$ cat src/rtl/hazard_ctrl_sb.sv
// Pipeline hazard controller for the 5-stage RV32 core: load-use stall with
// configurable latency, redirect flush window, EX forwarding selects and a
// per-register scoreboard for multi-cycle (MUL/DIV) results.
module hazard_ctrl_sb #(
  parameter int NREG         = 32,
  parameter int RW           = 5,
  parameter int LOAD_LAT     = 1,
  parameter int FLUSH_CYCLES = 2,
  parameter int FWD_EN       = 1
) (
  input  logic            clk,
  input  logic            rst,
  input  logic [RW-1:0]   id_rs1,
  input  logic [RW-1:0]   id_rs2,
  input  logic            id_use_rs1,
  input  logic            id_use_rs2,
  input  logic [RW-1:0]   id_rd,
  input  logic            id_long,
  input  logic [RW-1:0]   idex_rs1,
  input  logic [RW-1:0]   idex_rs2,
  input  logic [RW-1:0]   idex_rd,
  input  logic            idex_reg_write,
  input  logic            idex_mem_read,
  input  logic            ex_long_issue,
  input  logic            exmem_reg_write,
  input  logic            exmem_mem_read,
  input  logic [RW-1:0]   exmem_rd,
  input  logic            memwb_reg_write,
  input  logic [RW-1:0]   memwb_rd,
  input  logic            long_done,
  input  logic [RW-1:0]   long_done_rd,
  input  logic            ex_redirect,
  output logic            stall_if,
  output logic            stall_id,
  output logic            flush_ifid,
  output logic            flush_idex,
  output logic [1:0]      fwd_a,
  output logic [1:0]      fwd_b,
  output logic [NREG-1:0] sb_busy
);

  logic [2:0]      luse_cnt_q, luse_cnt_d;
  logic [2:0]      flush_cnt_q, flush_cnt_d;
  logic [NREG-1:0] sb_busy_q, sb_busy_d;

  logic lu, raw_stall, sb_stall, flushing, hazard;

  // A used, nonzero ID source equal to a producing destination.
  function automatic logic src_match(input logic [RW-1:0] src, input logic use_src,
                                     input logic [RW-1:0] rd);
    return use_src && (src != '0) && (src == rd);
  endfunction

  // Source waits on a pending long op unless that op writes back this cycle.
  function automatic logic src_pending(input logic [RW-1:0] src, input logic use_src,
                                       input logic [NREG-1:0] busy, input logic done,
                                       input logic [RW-1:0] done_rd);
    return use_src && (src != '0) && busy[src] && !(done && (done_rd == src));
  endfunction

  // EX operand select; the younger EX/MEM ALU result wins over MEM/WB.
  function automatic logic [1:0] fwd_sel(input logic [RW-1:0] src);
    if (src == '0) return 2'b00;
    if (exmem_reg_write && !exmem_mem_read && (exmem_rd == src)) return 2'b10;
    if (memwb_reg_write && (memwb_rd == src)) return 2'b01;
    return 2'b00;
  endfunction

  // Hazard detection; ID contents are ignored while a flush window is open.
  always_comb begin
    flushing  = (flush_cnt_q != 3'd0);
    lu        = idex_mem_read && idex_reg_write &&
                (src_match(id_rs1, id_use_rs1, idex_rd) ||
                 src_match(id_rs2, id_use_rs2, idex_rd));
    raw_stall = (FWD_EN == 0) &&
                ((idex_reg_write && (src_match(id_rs1, id_use_rs1, idex_rd) ||
                                     src_match(id_rs2, id_use_rs2, idex_rd))) ||
                 (exmem_reg_write && (src_match(id_rs1, id_use_rs1, exmem_rd) ||
                                      src_match(id_rs2, id_use_rs2, exmem_rd))));
    sb_stall  = src_pending(id_rs1, id_use_rs1, sb_busy_q, long_done, long_done_rd) ||
                src_pending(id_rs2, id_use_rs2, sb_busy_q, long_done, long_done_rd) ||
                src_pending(id_rd,  id_long,    sb_busy_q, long_done, long_done_rd);
    hazard    = (!flushing && (lu || raw_stall || sb_stall)) || (luse_cnt_q != 3'd0);
  end

  // Next-state for the load-use counter, flush window and scoreboard.
  always_comb begin
    luse_cnt_d = luse_cnt_q;
    if (ex_redirect)              luse_cnt_d = 3'd0;
    else if (luse_cnt_q != 3'd0)  luse_cnt_d = luse_cnt_q - 3'd1;
    else if (lu && !flushing)     luse_cnt_d = 3'(LOAD_LAT - 1);

    flush_cnt_d = flush_cnt_q;
    if (ex_redirect)              flush_cnt_d = 3'(FLUSH_CYCLES - 1);
    else if (flushing)            flush_cnt_d = flush_cnt_q - 3'd1;

    sb_busy_d = sb_busy_q;
    if (long_done) sb_busy_d[long_done_rd] = 1'b0;
    if (ex_long_issue && (idex_rd != '0) && !ex_redirect) sb_busy_d[idex_rd] = 1'b1;
    sb_busy_d[0] = 1'b0;
  end

  // Control outputs; a redirect overrides stalls since the hazard is wrong-path.
  always_comb begin
    stall_if   = 1'b0;
    stall_id   = 1'b0;
    flush_ifid = 1'b0;
    flush_idex = 1'b0;
    fwd_a      = 2'b00;
    fwd_b      = 2'b00;
    if (!rst) begin
      stall_if   = hazard && !ex_redirect;
      stall_id   = hazard && !ex_redirect;
      flush_ifid = ex_redirect || flushing;
      flush_idex = hazard || ex_redirect;
      if (FWD_EN != 0) begin
        fwd_a = fwd_sel(idex_rs1);
        fwd_b = fwd_sel(idex_rs2);
      end
    end
  end

  assign sb_busy = sb_busy_q;

  // State registers with asynchronous clear.
  always_ff @(posedge clk or posedge rst) begin
    if (rst) begin
      luse_cnt_q  <= 3'd0;
      flush_cnt_q <= 3'd0;
      sb_busy_q   <= '0;
    end else begin
      luse_cnt_q  <= luse_cnt_d;
      flush_cnt_q <= flush_cnt_d;
      sb_busy_q   <= sb_busy_d;
    end
  end

endmodule

$ cat config.mk
export PLATFORM = sky130hd
export DESIGN_NAME = hazard_ctrl_sb
export DESIGN_NICKNAME = d
export VERILOG_FILES = /design/src/rtl/hazard_ctrl_sb.sv
export SDC_FILE = /design/constraint.sdc
export NUM_CORES = 1
export LEC_CHECK = 0
export ABC_AREA = 0
export CORE_MARGIN = 2
export CORE_UTILIZATION = 43
export CTS_CLUSTER_SIZE = 20
export DETAILED_ROUTE_END_ITERATION = 7
export PLACE_DENSITY = 0.77
export RECOVER_POWER = 25
export SLEW_MARGIN = 20
export SYNTH_ARGS = -nofsm -noshare
export SYNTH_HDL_FRONTEND = slang
export SYNTH_SLANG_ARGS = --single-unit
$ cat constraint.sdc
create_clock -name clk -period 3.8 [get_ports clk]
set_clock_uncertainty 0.15 [all_clocks]
set_input_delay 1.14 -clock clk [delete_from_list [all_inputs] [get_ports clk]]
set_output_delay 1.14 -clock clk [all_outputs]
set_load 0.01 [all_outputs]
# --- Word level (Yosys, flattened, before mapping) ---
# Cells that the tools add are included.
op_classes:
  n_lt_le_gt_ge: 7
  bitwise_logic: 3
  muxes: 52
  reduce_logical: 51
  n_eq_ne: 9
  add_sub_neg: 2
op_table:
  columns: ["op", "count"]
  rows:
  - ["$mux W32", 2]
  - ["$eq A5 B5 Y1", 9]
  - ["$and A32 B32 Y32", 1]
  - ["$not A32 Y32", 1]
  - ["$or A32 B32 Y32", 1]
  - ["$lt A5 B6 Y1 const B", 5]
  - ["$logic_and A1 B1 Y1", 28]
  - ["$mux W2", 14]
  - ["$mux W1", 26]
  - ["$reduce_bool A5 Y1", 4]
  - ["$bmux W1 S5", 3]
  - ["$mux W3", 5]
  - ["$demux W1 S5", 2]
  - ["$ge A5 B1 Y1 const B", 2]
  - ["$logic_not A5 Y1", 2]
  - ["$reduce_bool A3 Y1", 3]
  - ["$logic_or A1 B1 Y1", 7]
  - ["$logic_not A1 Y1", 6]
  - ["$sub A3 B1 Y3 const B", 2]
  - ["$reduce_bool A2 Y1", 1]
totals:
  input_bits: 58
  output_inout_bits: 40
  ff_bits: 37
  wordCells: 127

# --- Depth between registers and ports, before layout ---
# Gate-level depths: netlist of the first run.
logic_depth:
  depth_word: 13
  depth_mapped: 9
  depth_no_buf: 7

# --- Least setup slack after synthesis of the first run ---
# OpenSTA, ideal clock, no wires.
synth_path:
  path_kind: "input to output"
  from: "input id_rs1[1]"
  to: "output stall_if"
  stages: 9
  required_ns: 2.510
  setup_slack_ns: -0.241
  arrival_time_ns: 2.751
  path_buffers: 3
  cell_sequence: "buf_4 > buf_6 > nand2_1 > mux4_2 > a22oi_1 > nand4_1 > o211a_1 > a31oi_1 > buf_4"
synth_between:
  elab_chain_cells: 11
  word_cells_on_any_way: 20
  cone_classes: "eq/ne: 2; mux: 3; reduce/logical: 15"
synth_lines:
  columns: ["item", "line_no", "text"]
  rows:
  - ["from (decl)", "13", "input logic [RW-1:0] id_rs1,"]
  - ["$bmux W1 S5 (tied with other cells)", "58", "return use_src && (src != '0) && busy[src] && !(done && (done_rd == src));"]
  - ["$mux W1 (implied by the code) (tied with other cells)", "58", null]
  - ["$logic_and A1 B1 Y1 / $logic_not A1 Y1 (equally long branches)", "58", null]
  - ["$logic_and A1 B1 Y1", "58", null]
  - ["$logic_or A1 B1 Y1", "80", "sb_stall = src_pending(id_rs1, id_use_rs1, sb_busy_q, long_done, long_done_rd) ||"]
  - ["$logic_or A1 B1 Y1", "81", "src_pending(id_rs2, id_use_rs2, sb_busy_q, long_done, long_done_rd) ||"]
  - ["$logic_or A1 B1 Y1 *", "83", "hazard = (!flushing && (lu || raw_stall || sb_stall)) || (luse_cnt_q != 3'd0);"]
  - ["$logic_and A1 B1 Y1 *", "83", null]
  - ["$logic_or A1 B1 Y1 *", "83", null]
  - ["$logic_and A1 B1 Y1 *", null, null]
  - ["$mux W1 *", null, null]
  - ["to (decl)", "33", "output logic stall_if,"]
# Mark *: on every way between the ends. The rest lies on a longest branch, timed or not. The select of a mux whose other input is x is not followed.

# --- Final worst setup path of the first run ---
layout_path:
  from: "input id_rs1[2]"
  to: "output stall_id"
layout_between:
  elab_chain_cells: 11
  word_cells_on_any_way: 20
  cone_classes: "eq/ne: 2; mux: 3; reduce/logical: 15"
layout_lines:
  columns: ["item", "line_no", "text"]
  rows:
  - ["$bmux W1 S5 (tied with other cells)", "58", null]
  - ["$mux W1 (implied by the code) (tied with other cells)", "58", null]
  - ["$logic_and A1 B1 Y1 / $logic_not A1 Y1 (equally long branches)", "58", null]
  - ["$logic_and A1 B1 Y1", "58", null]
  - ["$logic_or A1 B1 Y1", "80", null]
  - ["$logic_or A1 B1 Y1", "81", null]
  - ["$logic_or A1 B1 Y1 *", "83", null]
  - ["$logic_and A1 B1 Y1 *", "83", null]
  - ["$logic_or A1 B1 Y1 *", "83", null]
  - ["$logic_and A1 B1 Y1 *", "113", "stall_id = hazard && !ex_redirect;"]
  - ["$mux W1 *", "111", "if (!rst) begin"]
  - ["to (decl)", "34", "output logic stall_id,"]
# Marks and branches as above.

==> results of run 1 <==
-- worst register-to-register path: stages, from the launching register on --
cell and delay (ps):
dfrtp_1 410, or2_2 320, inv_1 60, ha_1 280, or2_2 170, o311ai_0 120
o31ai_1 100
-- sequential cells by signal, indices dropped and copies added (netlist names) --
register,cells
sb_busy,31
luse_cnt_q,3
flush_cnt_q,3
-- metrics by stage --
step	cells	total power, mW	instance area, µm²	setup TNS (ps)	setup WS, ps
after floorplan	350	0.909	3270	-169	-139
after global placement	578	1.26	4680	-5100	-1160
after detailed placement	578	1.28	4680	-5360	-1180
after CTS	598	1.59	4940	-886	-299
after global routing	597	1.68	4910	-1170	-367
final	597	1.61	4910	-895	-304
-- cell usage in the layout, fill, tap and decap left out, drive strengths merged, types with 2 or more instances in the layout --
cell type	instances
a211o	2
a22oi	2
a31oi	5
and3	2
buf	84
clkbuf	13
clkdlybuf4s15	2
clkdlybuf4s50	48
clkinv	2
dfrtp	37
dlygate4sd2	21
dlygate4sd3	2
dlymetal6s2s	3
ha	4
inv	8
mux2i	21
mux4	17
nand2	15
nand2b	6
nand3	11
nand3b	11
nand4	5
nor2	16
nor2b	6
nor3	4
nor3b	2
nor4	8
o211ai	3
o21ai	63
o31ai	2
o41ai	2
or2	2
or3	3
or3b	4
or4	4
xnor2	28
xor2	18
-- worst max-delay path by stage --
stage / start / endpoint / slack, ps
after floorplan: id_rs1[1] / stall_if / -140
after global placement: id_rd[0] / stall_id / -1160
after detailed placement: id_rd[0] / stall_id / -1180
after CTS: id_rd[0] / stall_id / -300
after global routing: id_rd[0] / stall_if / -370
final: id_rs1[2] / stall_id / -300
-- what timing repair did --
| item | CTS | global route |
|---|---|---|
| setup buffers | 12 | 0 |
| gates resized for setup | 138 | 13 |
| pin swaps | 21 | 12 |
| endpoints found under the setup margin | 7 | 7 |
-- cell families (layout without fill, tap and decap cells) --
family | after synthesis | in the layout
other | 1 | 1
buffers and inverters | 35 | 183
DFF | 37 | 37
adders and majority gates | 4 | 4
muxes | 39 | 39
xor gates and xnor gates | 46 | 46
AOI/OAI and AO/OA | 88 | 88
and+or+nand+nor | 100 | 100
-- synth_stat cells (3+ instances only) --
cell type	count	area share
xnor2_1	28	0.076
clkbuf_1	12	0.014
or4_1	3	0.0069
or3b_2	4	0.011
mux4_2	17	0.12
nor2b_1	6	0.012
nand2b_1	6	0.012
dfrtp_1	37	0.29
ha_1	4	0.015
xor2_1	18	0.049
nand4_1	5	0.0096
or3_1	3	0.0058
nor2_1	16	0.018
mux2i_1	21	0.065
inv_1	8	0.0092
nand3b_1	11	0.025
nand2_1	15	0.017
a31oi_1	5	0.0096
nor3_1	4	0.0062
nor4_1	8	0.015
buf_2	5	0.0077
nand3_1	11	0.017
o21ai_0	61	0.094
buf_4	6	0.014
-- final cells by class --
cell class	count	area, µm²	share of cell area
Multi-Input combinational cell	278	2280	0.464
Clock inverter	2	13.8	0.00280
Sequential cell	37	926	0.189
Tap cell	99	124	0.0252
Clock buffer	6	82.6	0.0168
Timing Repair Buffer	167	1460	0.297
Inverter	8	30.0	0.00611
-- per-layer routing --
layer	vias to the layer above	wire (µm)	GRT usage	share of wire
li1	1584	-	-	-
met1	1746	4660	0.357	0.39
met2	250	5790	0.494	0.48
met3	41	1070	0.0526	0.089
met4	0	455	0.141	0.038
met5	-	0	0	0
-- power groups by stage --
stage          Sequential, mW  Clock, mW  Combinational (mW)
2_1_floorplan           0.567          0               0.342
3_5_place_dp            0.566          0               0.714
5_1_grt                 0.574      0.315               0.794
4_1_cts                 0.559      0.299               0.735
6_report                0.568      0.298               0.739
3_3_place_gp            0.564          0               0.696
==> impl_metrics.env, run 1 <==
export IMPL_status="complete, but fails checks"
export IMPL_violations="setup timing"
export IMPL_clk_pin_slew_worst_paths_ps=70
export IMPL_ir_worst_vdd_uv=257
export IMPL_rsz0062_at_grt="true"
export IMPL_power_density_nw_per_um2=327
export IMPL_fmax_mhz=244
export IMPL_timing_rr_end="luse_cnt_q[1]"
export IMPL_period_share=1.08
export IMPL_wl_mm=12.0
export IMPL_cp_start_kind="input pin"
export IMPL_vias=3621
export IMPL_io_pins=98
export IMPL_synth_async_sr_flop_share=1.00
export IMPL_fillers=577
export IMPL_wl_per_cell_um=20.1
export IMPL_cts_htree_levels=2
export IMPL_synth_fp_nets=412
export IMPL_grt_pass1_wl_mm=19.0
export IMPL_critPathMaxFanout=5
export IMPL_clock_sinks=37
export IMPL_die_area_um2=8260
export IMPL_clockRootBuffer="clkbuf_8"
export IMPL_seqPwrFrac=0.354
export IMPL_critPathKind="input pin to output port"
export IMPL_min_to="luse_cnt_q[1]"
export IMPL_first_iter_violations=296
export IMPL_antenna_found_initial=0
export IMPL_max_slew_margin=0.379
export IMPL_finalWeightedCongestion=1.03
export IMPL_synth_seq_cells=37
export IMPL_syn_avg_cell_area_um2=9.28
export IMPL_synth_xor_xnor_area_share=0.124
export IMPL_cts_tree="yes"
export IMPL_synth_fa_ha_area_frac=0.0154
export IMPL_holdBufCountCts=0
export IMPL_fin_crit_ps=4100
export IMPL_synth_edf_count=0
export IMPL_core_area_um2=7290
export IMPL_finish_utilization=0.673
export IMPL_r2r_cells=6
export IMPL_drive_above_1_share=0.293
export IMPL_cp_data_arrival_time_ps=2810
export IMPL_yosys_warnings=0
export IMPL_path_common_cell="buf_2"
export IMPL_slowest_delay_ps=510
export IMPL_clk_insertion_delay_late_ps=290
export IMPL_clock_power_share=0.186
export IMPL_viasPerCell=6.07
export IMPL_dp_hpwl_mm=9.05
export IMPL_ys_seq_area_frac=0.285
export IMPL_die_y_um=90.9
export IMPL_r2r_start="luse_cnt_q[0]"
export IMPL_synth_top_family_by_area="multiplexers"
export IMPL_synthCells=350
export IMPL_nets=559
export IMPL_switching_power_mw=0.584
export IMPL_dr_pass1_iters=5
export IMPL_synth_simple_area_share=0.174
export IMPL_grt_max_degree=38
export IMPL_synth_ff_type="dfrtp_1"
export IMPL_drc=0
export IMPL_cts_path_max_buffers=2
export IMPL_setup_violations=3
export IMPL_ant_nets=0
export IMPL_slowest_stage="mux4_2"
export IMPL_tightest_slew_ps=932
export IMPL_p_leak_nw=2.07
export IMPL_cp_cell_sequence="buf_2 -> buf_6 -> mux4_2 -> mux2i_2 -> nand3_1 -> nand4_1 -> o211a_1 -> a31oi_4 -> buf_2"
export IMPL_cap_viol_max_count=0
export IMPL_switching_share=0.364
export IMPL_setup_ws_ps=-304
export IMPL_combPwrFrac=0.460
export IMPL_drv_slew=0
export IMPL_endpoint_kind="output port"
export IMPL_synth_area_um2=3250
export IMPL_critical_path_buf_inv_count=3
export IMPL_area_growth_syn_to_layout_pct=51.2
export IMPL_io_buffers=96
export IMPL_min_from="luse_cnt_q[0]"
export IMPL_cp_top_family="multiplexers"
export IMPL_hp_class="flip-flop to flip-flop"
export IMPL_num_rows=31
export IMPL_r2r_slack_ps=2090
export IMPL_synth_compound_area_share=0.159
export IMPL_finalHoldViolations=0
export IMPL_fin_hold_ws_ps=384
export IMPL_cts_inserted_buffers=5
export IMPL_start_util=0.445
export IMPL_holdPathStages=1
export IMPL_synthMuxAreaShare=0.186
export IMPL_worstPathRequired_ps=2510
export IMPL_fp_dieW_um=90.9
export IMPL_synth_cell_types=50
export IMPL_grt_total_usage=0.291
export IMPL_crit_cells=9
export IMPL_n_antenna_cell=0
export IMPL_grt_overflow=0
export IMPL_grt_pass1_vias=3785
export IMPL_p_int_mw=1.02
No activity file was read; power rests on OpenSTA's default activity.
==> inputs of run 2 (changes only) <==
--- a/config.mk
+++ b/config.mk
@@ -10,6 +10,7 @@
 export CORE_UTILIZATION = 43
 export CTS_CLUSTER_SIZE = 20
 export DETAILED_ROUTE_END_ITERATION = 7
+export HOLD_SLACK_MARGIN = 0.08
 export PLACE_DENSITY = 0.77
 export RECOVER_POWER = 25
 export SLEW_MARGIN = 20
==> results of run 2 <==
The final DEF is identical to that of run 1; final timing and power are the same.
